--- config.mk ---
export PLATFORM = sky130hd
export DESIGN_NAME = sram_write_scheduler
export DESIGN_NICKNAME = d
export VERILOG_FILES = /design/src/rtl/sram_sched_pkg.sv /design/src/rtl/sram_write_scheduler_sync_fifo.sv /design/src/rtl/sram_write_scheduler.sv
export SDC_FILE = /design/constraint.sdc
export NUM_CORES = 1
export LEC_CHECK = 0
export CORE_ASPECT_RATIO = 2
export CORE_MARGIN = 1
export CORE_UTILIZATION = 55
export DETAILED_ROUTE_END_ITERATION = 12
export PLACE_DENSITY_LB_ADDON = 0.05
export SYNTH_ARGS = -nofsm -noshare
export SYNTH_HDL_FRONTEND = slang
export SYNTH_SLANG_ARGS = --single-unit
--- constraint.sdc ---
create_clock -name sram_clk -period 7 [get_ports sram_clk]
set_input_delay 2.1 -clock sram_clk [delete_from_list [all_inputs] [get_ports sram_clk]]
set_output_delay 2.1 -clock sram_clk [all_outputs]
set_load 0.02 [all_outputs]
--- src/rtl/sram_sched_pkg.sv ---
// Shared types and constants for the SRAM pixel-write scheduler.
// Contents: screen bounds, pixel request payload, SRAM round phase encoding,
// and a saturating 8-bit adder used by the drop counter.
package sram_sched_pkg;

    localparam int unsigned SCREEN_W   = 640;
    localparam int unsigned SCREEN_H   = 480;
    localparam int unsigned COORD_W    = 10;
    localparam int unsigned PIX_DATA_W = 16;

    typedef struct packed {
        logic [COORD_W-1:0]    x;
        logic [COORD_W-1:0]    y;
        logic [PIX_DATA_W-1:0] data;
    } pixel_req_t;

    // Same encoding as the frame-buffer controller's round stage.
    typedef enum logic [1:0] {
        PH_0 = 2'd0,
        PH_1 = 2'd1,
        PH_2 = 2'd2,
        PH_3 = 2'd3
    } phase_e;

    function automatic logic [7:0] sat_add8(input logic [7:0] a, input logic [7:0] b);
        logic [8:0] sum;
        sum = {1'b0, a} + {1'b0, b};
        return sum[8] ? 8'hFF : sum[7:0];
    endfunction

endpackage

--- src/rtl/sram_write_scheduler_sync_fifo.sv ---
// Synchronous FIFO with flush and occupancy.
// Ports: clk, reset (sync, active-high), push/wdata, pop/rdata (head, fall-through),
// flush (clears all entries, wins over push/pop), full, empty, level.
// A push while full is taken only when a pop happens on the same edge.
module sync_fifo #(
    parameter int unsigned WIDTH = 36,
    parameter int unsigned DEPTH = 16
) (
    input  logic                       clk,
    input  logic                       reset,
    input  logic                       push,
    input  logic [WIDTH-1:0]           wdata,
    input  logic                       pop,
    input  logic                       flush,
    output logic [WIDTH-1:0]           rdata,
    output logic                       full,
    output logic                       empty,
    output logic [$clog2(DEPTH):0]     level
);

    localparam int unsigned AW = $clog2(DEPTH);
    localparam int unsigned LW = AW + 1;

    logic [WIDTH-1:0] mem [DEPTH];
    logic [AW-1:0]    wr_q;
    logic [AW-1:0]    rd_q;
    logic [LW-1:0]    cnt_q;
    logic             do_push;
    logic             do_pop;

    assign empty   = (cnt_q == '0);
    assign full    = (cnt_q == LW'(DEPTH));
    assign level   = cnt_q;
    assign rdata   = mem[rd_q];
    assign do_pop  = pop && !empty;
    assign do_push = push && (!full || do_pop);

    // Storage array, no reset needed: contents are only read when counted valid.
    always_ff @(posedge clk) begin
        if (do_push && !flush && !reset) begin
            mem[wr_q] <= wdata;
        end
    end

    // Pointers and occupancy.
    always_ff @(posedge clk) begin
        if (reset || flush) begin
            wr_q  <= '0;
            rd_q  <= '0;
            cnt_q <= '0;
        end else begin
            if (do_push) begin
                wr_q <= wr_q + AW'(1);
            end
            if (do_pop) begin
                rd_q <= rd_q + AW'(1);
            end
            case ({do_push, do_pop})
                2'b10:   cnt_q <= cnt_q + LW'(1);
                2'b01:   cnt_q <= cnt_q - LW'(1);
                default: cnt_q <= cnt_q;
            endcase
        end
    end

endmodule

--- src/rtl/sram_write_scheduler.sv ---
// Round-robin pixel-write scheduler feeding the SRAM frame-buffer program port.
// Ports: sram_clk, reset (sync, active-high), frame_clk (frame swap level);
// req_valid/req_ready/req_x/req_y/req_data (packed per requester);
// program_x/program_y/program_data (to controller), frame_start (pulse after swap),
// fifo_level, drop_count (saturating), busy.
module sram_write_scheduler
    import sram_sched_pkg::*;
#(
    parameter int unsigned NUM_REQ    = 3,
    parameter int unsigned FIFO_DEPTH = 16,
    parameter logic [9:0]  PARK_X     = 10'd1023,
    parameter logic [9:0]  PARK_Y     = 10'd511
) (
    input  logic                          sram_clk,
    input  logic                          reset,
    input  logic                          frame_clk,
    input  logic [NUM_REQ-1:0]            req_valid,
    output logic [NUM_REQ-1:0]            req_ready,
    input  logic [NUM_REQ*10-1:0]         req_x,
    input  logic [NUM_REQ*10-1:0]         req_y,
    input  logic [NUM_REQ*16-1:0]         req_data,
    output logic [9:0]                    program_x,
    output logic [9:0]                    program_y,
    output logic [15:0]                   program_data,
    output logic                          frame_start,
    output logic [$clog2(FIFO_DEPTH):0]   fifo_level,
    output logic [7:0]                    drop_count,
    output logic                          busy
);

    localparam int unsigned IDX_W  = $clog2(NUM_REQ);
    localparam int unsigned PIX_W  = $bits(pixel_req_t);
    localparam int          NREQ_I = int'(NUM_REQ);

    phase_e            phase_q;
    phase_e            phase_d;
    logic              update_c;

    logic              frame_clk_d;
    logic              rise_r;

    logic [IDX_W-1:0]  rr_q;
    logic [IDX_W-1:0]  rr_d;
    logic [IDX_W-1:0]  grant_idx_c;
    logic              found_c;
    pixel_req_t        sel_c;
    logic              in_range_c;
    logic              accept_c;
    logic              push_c;
    logic              pop_c;

    logic [PIX_W-1:0]  fifo_rdata;
    pixel_req_t        head_c;
    logic              fifo_full;
    logic              fifo_empty;
    logic              out_valid_q;
    logic [7:0]        drop_d;

    // Phase state register; leaves reset together with the controller.
    always_ff @(posedge sram_clk) begin
        if (reset) begin
            phase_q <= PH_0;
        end else begin
            phase_q <= phase_d;
        end
    end

    // Phase sequencing; outputs move on the edges ending PH_0 and PH_2.
    always_comb begin
        phase_d  = PH_0;
        update_c = 1'b0;
        case (phase_q)
            PH_0: begin phase_d = PH_1; update_c = 1'b1; end
            PH_1: begin phase_d = PH_2; end
            PH_2: begin phase_d = PH_3; update_c = 1'b1; end
            PH_3: begin phase_d = PH_0; end
            default: begin phase_d = PH_0; end
        endcase
    end

    // Round-robin search starting at rr_q.
    always_comb begin
        found_c     = 1'b0;
        grant_idx_c = rr_q;
        for (int k = 0; k < NREQ_I; k++) begin
            if (!found_c && req_valid[(int'(rr_q) + k) % NREQ_I]) begin
                found_c     = 1'b1;
                grant_idx_c = IDX_W'((int'(rr_q) + k) % NREQ_I);
            end
        end
    end

    // Payload mux for the granted requester.
    always_comb begin
        sel_c = '0;
        for (int i = 0; i < NREQ_I; i++) begin
            if (grant_idx_c == IDX_W'(i)) begin
                sel_c.x    = req_x[i*10 +: 10];
                sel_c.y    = req_y[i*10 +: 10];
                sel_c.data = req_data[i*16 +: 16];
            end
        end
    end

    // Flush beats pop; a full FIFO still accepts when its head leaves this edge.
    assign pop_c      = update_c && !fifo_empty && !rise_r;
    assign accept_c   = found_c && (!fifo_full || pop_c) && !rise_r && !reset;
    assign in_range_c = (sel_c.x < COORD_W'(SCREEN_W)) && (sel_c.y < COORD_W'(SCREEN_H));
    assign push_c     = accept_c && in_range_c;
    assign rr_d       = (grant_idx_c == IDX_W'(NUM_REQ - 1)) ? '0 : grant_idx_c + IDX_W'(1);
    assign head_c     = pixel_req_t'(fifo_rdata);

    always_comb begin
        req_ready = '0;
        for (int i = 0; i < NREQ_I; i++) begin
            req_ready[i] = accept_c && (grant_idx_c == IDX_W'(i));
        end
    end

    // Flushed entries and off-screen pixels both count as dropped.
    always_comb begin
        drop_d = drop_count;
        if (rise_r) begin
            drop_d = sat_add8(drop_count, 8'(fifo_level));
        end else if (accept_c && !in_range_c) begin
            drop_d = sat_add8(drop_count, 8'd1);
        end
    end

    sync_fifo #(
        .WIDTH (PIX_W),
        .DEPTH (FIFO_DEPTH)
    ) u_fifo (
        .clk   (sram_clk),
        .reset (reset),
        .push  (push_c),
        .wdata (sel_c),
        .pop   (pop_c),
        .flush (rise_r),
        .rdata (fifo_rdata),
        .full  (fifo_full),
        .empty (fifo_empty),
        .level (fifo_level)
    );

    // Frame-swap edge detect matching the controller, plus output issue.
    always_ff @(posedge sram_clk) begin
        if (reset) begin
            frame_clk_d  <= 1'b0;
            rise_r       <= 1'b0;
            frame_start  <= 1'b0;
            rr_q         <= '0;
            drop_count   <= '0;
            program_x    <= PARK_X;
            program_y    <= PARK_Y;
            program_data <= '0;
            out_valid_q  <= 1'b0;
        end else begin
            frame_clk_d <= frame_clk;
            rise_r      <= frame_clk & ~frame_clk_d;
            frame_start <= rise_r;
            drop_count  <= drop_d;
            if (accept_c) begin
                rr_q <= rr_d;
            end
            if (rise_r) begin
                program_x   <= PARK_X;
                program_y   <= PARK_Y;
                out_valid_q <= 1'b0;
            end else if (update_c) begin
                if (!fifo_empty) begin
                    program_x    <= head_c.x;
                    program_y    <= head_c.y;
                    program_data <= head_c.data;
                    out_valid_q  <= 1'b1;
                end else begin
                    program_x   <= PARK_X;
                    program_y   <= PARK_Y;
                    out_valid_q <= 1'b0;
                end
            end
        end
    end

    assign busy = out_valid_q || !fifo_empty;

endmodule

### Word-level counts from Yosys, hierarchy flattened

Memories as Yosys holds them, arrays and structs flattened. A register that Yosys moved wholly into a read port is not among the register bits.
Cells that the tools add are included.

* mux-type cells: 33
* eq/ne operators: 8
* bitwise logic cells: 4
* reductions and logical operators: 36
* order comparisons: 5
* divide/modulo/power cells: 3
* $add $sub $neg: 9

Operator list (number)
* $mux 36: 3
* $lt 32x4->1 const B: 3
* $mod 32x3->32 const B: 2
* $mod 3x3->32 const B: 1
* $mux 8: 4
* $mux 10: 2
* $logic_and 1x1->1: 17
* $mux 1: 13
* $lt 10x10->1 const B: 1
* $lt 10x9->1 const B: 1
* $pmux 5 s2: 1
* $add 8x1->9 const B: 1
* $add 8x5->9: 1
* $add 4x1->4 const B: 2
* $eq 2x2->1 const B: 4
* $mux 2: 4
* $mux 4: 2
* $pmux 2 s4: 1
* $logic_not 1->1: 7
* $bmux 1 s2: 3
* $eq 2x1->1 const B: 3
* $add 5x1->5 const B: 1
* $eq 5x5->1 const B: 1
* $logic_not 5->1: 1
* other kinds (11): 19

* memories: 1
* bits in writable memories: 576
* input port bits: 114
* output and inout bits: 54
* bits in registers: 65

Memory list
* u_fifo.mem: words 16, width 36, rd ports 1, clocked after Yosys merged registers in 1, wr ports 1, line sram_write_scheduler_sync_fifo.sv:24 `logic [WIDTH-1:0] mem [DEPTH];`

### Logic depth before layout (Yosys ltp)

Gate-level depths: netlist (run 1).

* word-level depth: 23
* depth in mapped cells: 24
* mapped depth without buffers: 20

### Hierarchy

A second synthesis (run 1) with hierarchy kept.

* cells, all modules: 1477
* area total of the unflattened synthesis: 26047.5 sq um

Modules (own cells, without submodules)
* sync_fifo: cells each 1013, sequential area each 17636.9 sq um, instances 1, area each 22536.6 sq um
* sram_write_scheduler: cells each 464, sequential area each 1041.0 sq um, instances 1, area each 3510.9 sq um

### Worst setup path before layout (run 1)

No wires, ideal clock.

* path kind: input -> output
* start: input req_valid[2]
* end: output req_ready[2]
* arrival: 3869 ps
* slack: 1031 ps
* path buffers: 3
* cell stages on the path: 8
* cells stage by stage: mux2i_1 > or2_1 > a221oi_1 > a21bo_1 > buf_2 > buf_4 > buf_1 > and3_1

* cells in the longest elaborated chain, start to end: 14

RTL lines
* from (decl): line sram_write_scheduler.sv:17 `input logic [NUM_REQ-1:0] req_valid,`
* $bmux 1 s2: line sram_write_scheduler.sv:86 `if (!found_c && req_valid[(int'(rr_q) + k) % NREQ_I]) begin`
* $mux 1 (implied by the code) (2 in series): line sram_write_scheduler.sv:86
* $mux 1: line sram_write_scheduler.sv:86
* $logic_not 1->1: line sram_write_scheduler.sv:86
* $logic_and 1x1->1: line sram_write_scheduler.sv:86
* $mux 1: line sram_write_scheduler.sv:86
* $logic_not 1->1: line sram_write_scheduler.sv:86
* $logic_and 1x1->1: line sram_write_scheduler.sv:86
* $mux 1: line sram_write_scheduler.sv:86
* $logic_and 1x1->1 (3 in series): line sram_write_scheduler.sv:107 `assign accept_c = found_c && (!fifo_full || pop_c) && !rise_r && !reset;`
* $logic_and 1x1->1 *: line sram_write_scheduler.sv:116 `req_ready[i] = accept_c && (grant_idx_c == IDX_W'(i));`
* to (decl): line sram_write_scheduler.sv:18 `output logic [NUM_REQ-1:0] req_ready,`

Mark *: on every way between the ends. The rest lies on a longest branch, timed or not. The select of a mux whose other input is x is not followed.

### Worst setup path in the final report (run 1)

* start: input req_valid[0]
* end: output req_ready[0]

The elaborated chain is that of the path after synthesis.

==> results of run 1 <==
critical path, stage by stage:
cell and delay [ns]:
clkdlybuf4s50_1 0.57, mux2i_1 0.12, or2_1 0.27, a221oi_1 0.40
a21bo_4 0.29, nor3_1 0.08, buf_4 0.17, clkdlybuf4s50_1 0.56
area by class of cell:
class / instances / area, sq um
flip-flops and latches: 645 / 18700
multi-input cells: 605 / 6760
clock inverters: 27 / 244
inverters: 17 / 63.8
repair buffers: 233 / 2350
clock buffers: 73 / 1540
fillers: 3139 / 15500
well taps: 621 / 777
power by group:
part	switching, uW	internal (uW)	leakage, uW
clock network	1330	1690	0.000885
logic	2210	1410	0.00303
registers	184	5380	0.00577
total	3730	8490	0.00969
cell usage in the layout, fill, tap and decap left out, types with 15 or more instances in the layout:
master / instances
a21oi_1: 38
o22ai_1: 20
clkbuf_16: 55
buf_12: 15
inv_1: 16
buf_4: 51
dfxtp_1: 65
o21ai_0: 41
mux4_2: 179
nand2_1: 92
nor2_1: 36
clkdlybuf4s50_1: 167
ha_1: 20
edfxtp_1: 576
mux2i_1: 43
sequential cells by signal, summed over array words and instances (netlist names), 4 cells and up, named ones only:
register / flops
drop_count: 8
program_data: 16
program_x: 10
program_y: 10
u_fifo.level: 5
u_fifo.mem: 576
u_fifo.rd_q: 4
u_fifo.wr_q: 4
path summary, 6_finish.rpt:
kind,slack (ns),start,to,cells after the start
worst max-delay path,0.33,req_valid[0],req_ready[0],8
worst min-delay path,0.40,frame_clk_d$_SDFF_PP0_,rise_r$_SDFF_PP0_,1
worst max register to register,2.30,rr_q[0]$_SDFFE_PP0P_,u_fifo.level[4]$_SDFFE_PP0P_,22
worst min register to register,0.40,frame_clk_d$_SDFF_PP0_,rise_r$_SDFF_PP0_,1
logic make-up (layout without fill, tap and decap cells):
group / count (synthesis) / after routing / synth area share
AOI/OAI and AO/OA: 149 / 149 / 0.0362
xor gates and xnor gates: 10 / 10 / 0.00340
adders and majority gates: 22 / 22 / 0.0113
buffers and inverters: 91 / 350 / 0.0137
DFF: 645 / 645 / 0.725
muxes: 223 / 223 / 0.174
and+or+nand+nor: 201 / 201 / 0.0364
stage by stage:
step                      setup WS (ns)  std cells  hold WS, ns  power [uW]
final                             0.333       2221        0.395       12200
after global routing              0.291       2221        0.412       12700
after CTS                         0.425       2221        0.399       12300
after detailed placement          0.430       2121        0.386        9300
after global placement            0.512       2121        0.376        9200
after floorplan                    1.03       1341        0.367        7800
routing by layer:
| metal | vias to the layer above | part of all wire | track usage |
|---|---|---|---|
| met5 | - | 0 | 0 |
| met2 | 499 | 0.55 | 0.505 |
| li1 | 5883 | - | - |
| met4 | 0 | 0.030 | 0.0960 |
| met1 | 7247 | 0.37 | 0.334 |
| met3 | 117 | 0.050 | 0.0264 |
==> impl_results.md, run 1 <==
* Iteration-0 DRC count of the detailed router at 1051
* Clock skew at 0.0253 ns
* Final Routed Wirelength at 62900 um
* Synth top area share at 0.672
* Slew headroom at 0.193
* Row count at 111
* Largest net degree at the start of global routing at 76
* List of most frequent post-synthesis cells: edfxtp_1 (576), mux4_2 (179), nand2_1 (92)
* Setup TNS at 0 ns
* Layout Nets at 1691
* Root Buffer: clkbuf_16
* Layout cells sized above 1 at 0.227
* Final Hold Fails at 0
* HP Class: reg -> reg
* Die Y at 308 um
* Synth Warn # at 0
* Number of port buffers at 167
* Cell variety after synth at 58
* Worst-path clk slew at 0.07 ns
* CP max FO at 8
* Most common cell in the netlist: edfxtp_1
* Crit share post-route at 0.952
* Initial antenna violation count at 0
* Crit path launch type: input pin
* H-tree levels at 2
* Dominant synthesized flop cell: edfxtp_1
* Vias at 13700
* CTS tree: done
* RSZ-0062 raised after global routing: no
* Power Density at 402 nW/um^2
* WS Path Type: in -> out
* Post-synth EDFFs at 576
* P_leak at 0.00969 uW
* Synth top area cells: edfxtp_1 (67%), mux4_2 (16%), dfxtp_1 (5.4%)
* Area grow syn2layout at 18.2%
* Wire per inst at 28.3 um
* First-pass GRT wire length at 92800 um
* Max-cap violations at 0
* Final Slew Violations at 0
* Seq/Total Area, Yosys at 0.725
* FF+latch count, synth at 645
* CORE AREA at 46000 sq um
* Final Instance Area at 30400 sq um
* Worst skew pair latency at 0.59 ns
* Worst path arrival time at 4.57 ns
* Ys async rst share at 0
* Starting density of the core at 0.560
* Post-CTS Setup Bufs at 0
* Critical Path End Type: output port
* Post-route core utilization at 0.662
* Vias in the first global route at 14600
* Antenna Cells at 0
* Tightest Pin Transition at 1.20 ns
* CTS buffer count at 53
* DR pass1 iterations at 6
* Post-CTS Hold Buffers at 0
* Cts repair resizes at 0
* GRT Total Usage at 0.274
* Post-Place Cell Area at 28600 sq um
* Final setup viols at 0
* Area leader, netlist: edfxtp_1
* Post-layout min period at 6.67 ns
* Total grt overflow at 0
* Clock sinks at 645
* Status: completed
* Synthesized net count at 1477
* Syn Inst Count at 1341
* Hpwl dp at 38400 um
* Post-Syn Area at 25800 sq um
* Die ar. at 47700 sq um
* Longest Clk Path Bufs at 3
* Antenna-violating nets left at 0
* Die X-Extent at 155 um
* Via/cell ratio at 6.19
* Worst path required time at 4.90 ns
* Mean Syn Cell Area at 19.2 sq um
* Io pins at 168
* Residual DRC count at 0
* Max Clock Freq at 150 MHz
* GP Congestion at 0.932
* Peak VDD IR at 0.292 mV
Note: power is estimated with default switching activity, not from simulation.
==> inputs of run 2 (changes only) <==
--- a/config.mk
+++ b/config.mk
@@ -10,6 +10,7 @@
 export CORE_UTILIZATION = 55
 export DETAILED_ROUTE_END_ITERATION = 12
 export PLACE_DENSITY_LB_ADDON = 0.05
+export SKIP_LAST_GASP = 1
 export SYNTH_ARGS = -nofsm -noshare
 export SYNTH_HDL_FRONTEND = slang
 export SYNTH_SLANG_ARGS = --single-unit
==> results of run 2 <==
Final layout, timing and power as in run 1 (identical DEF).
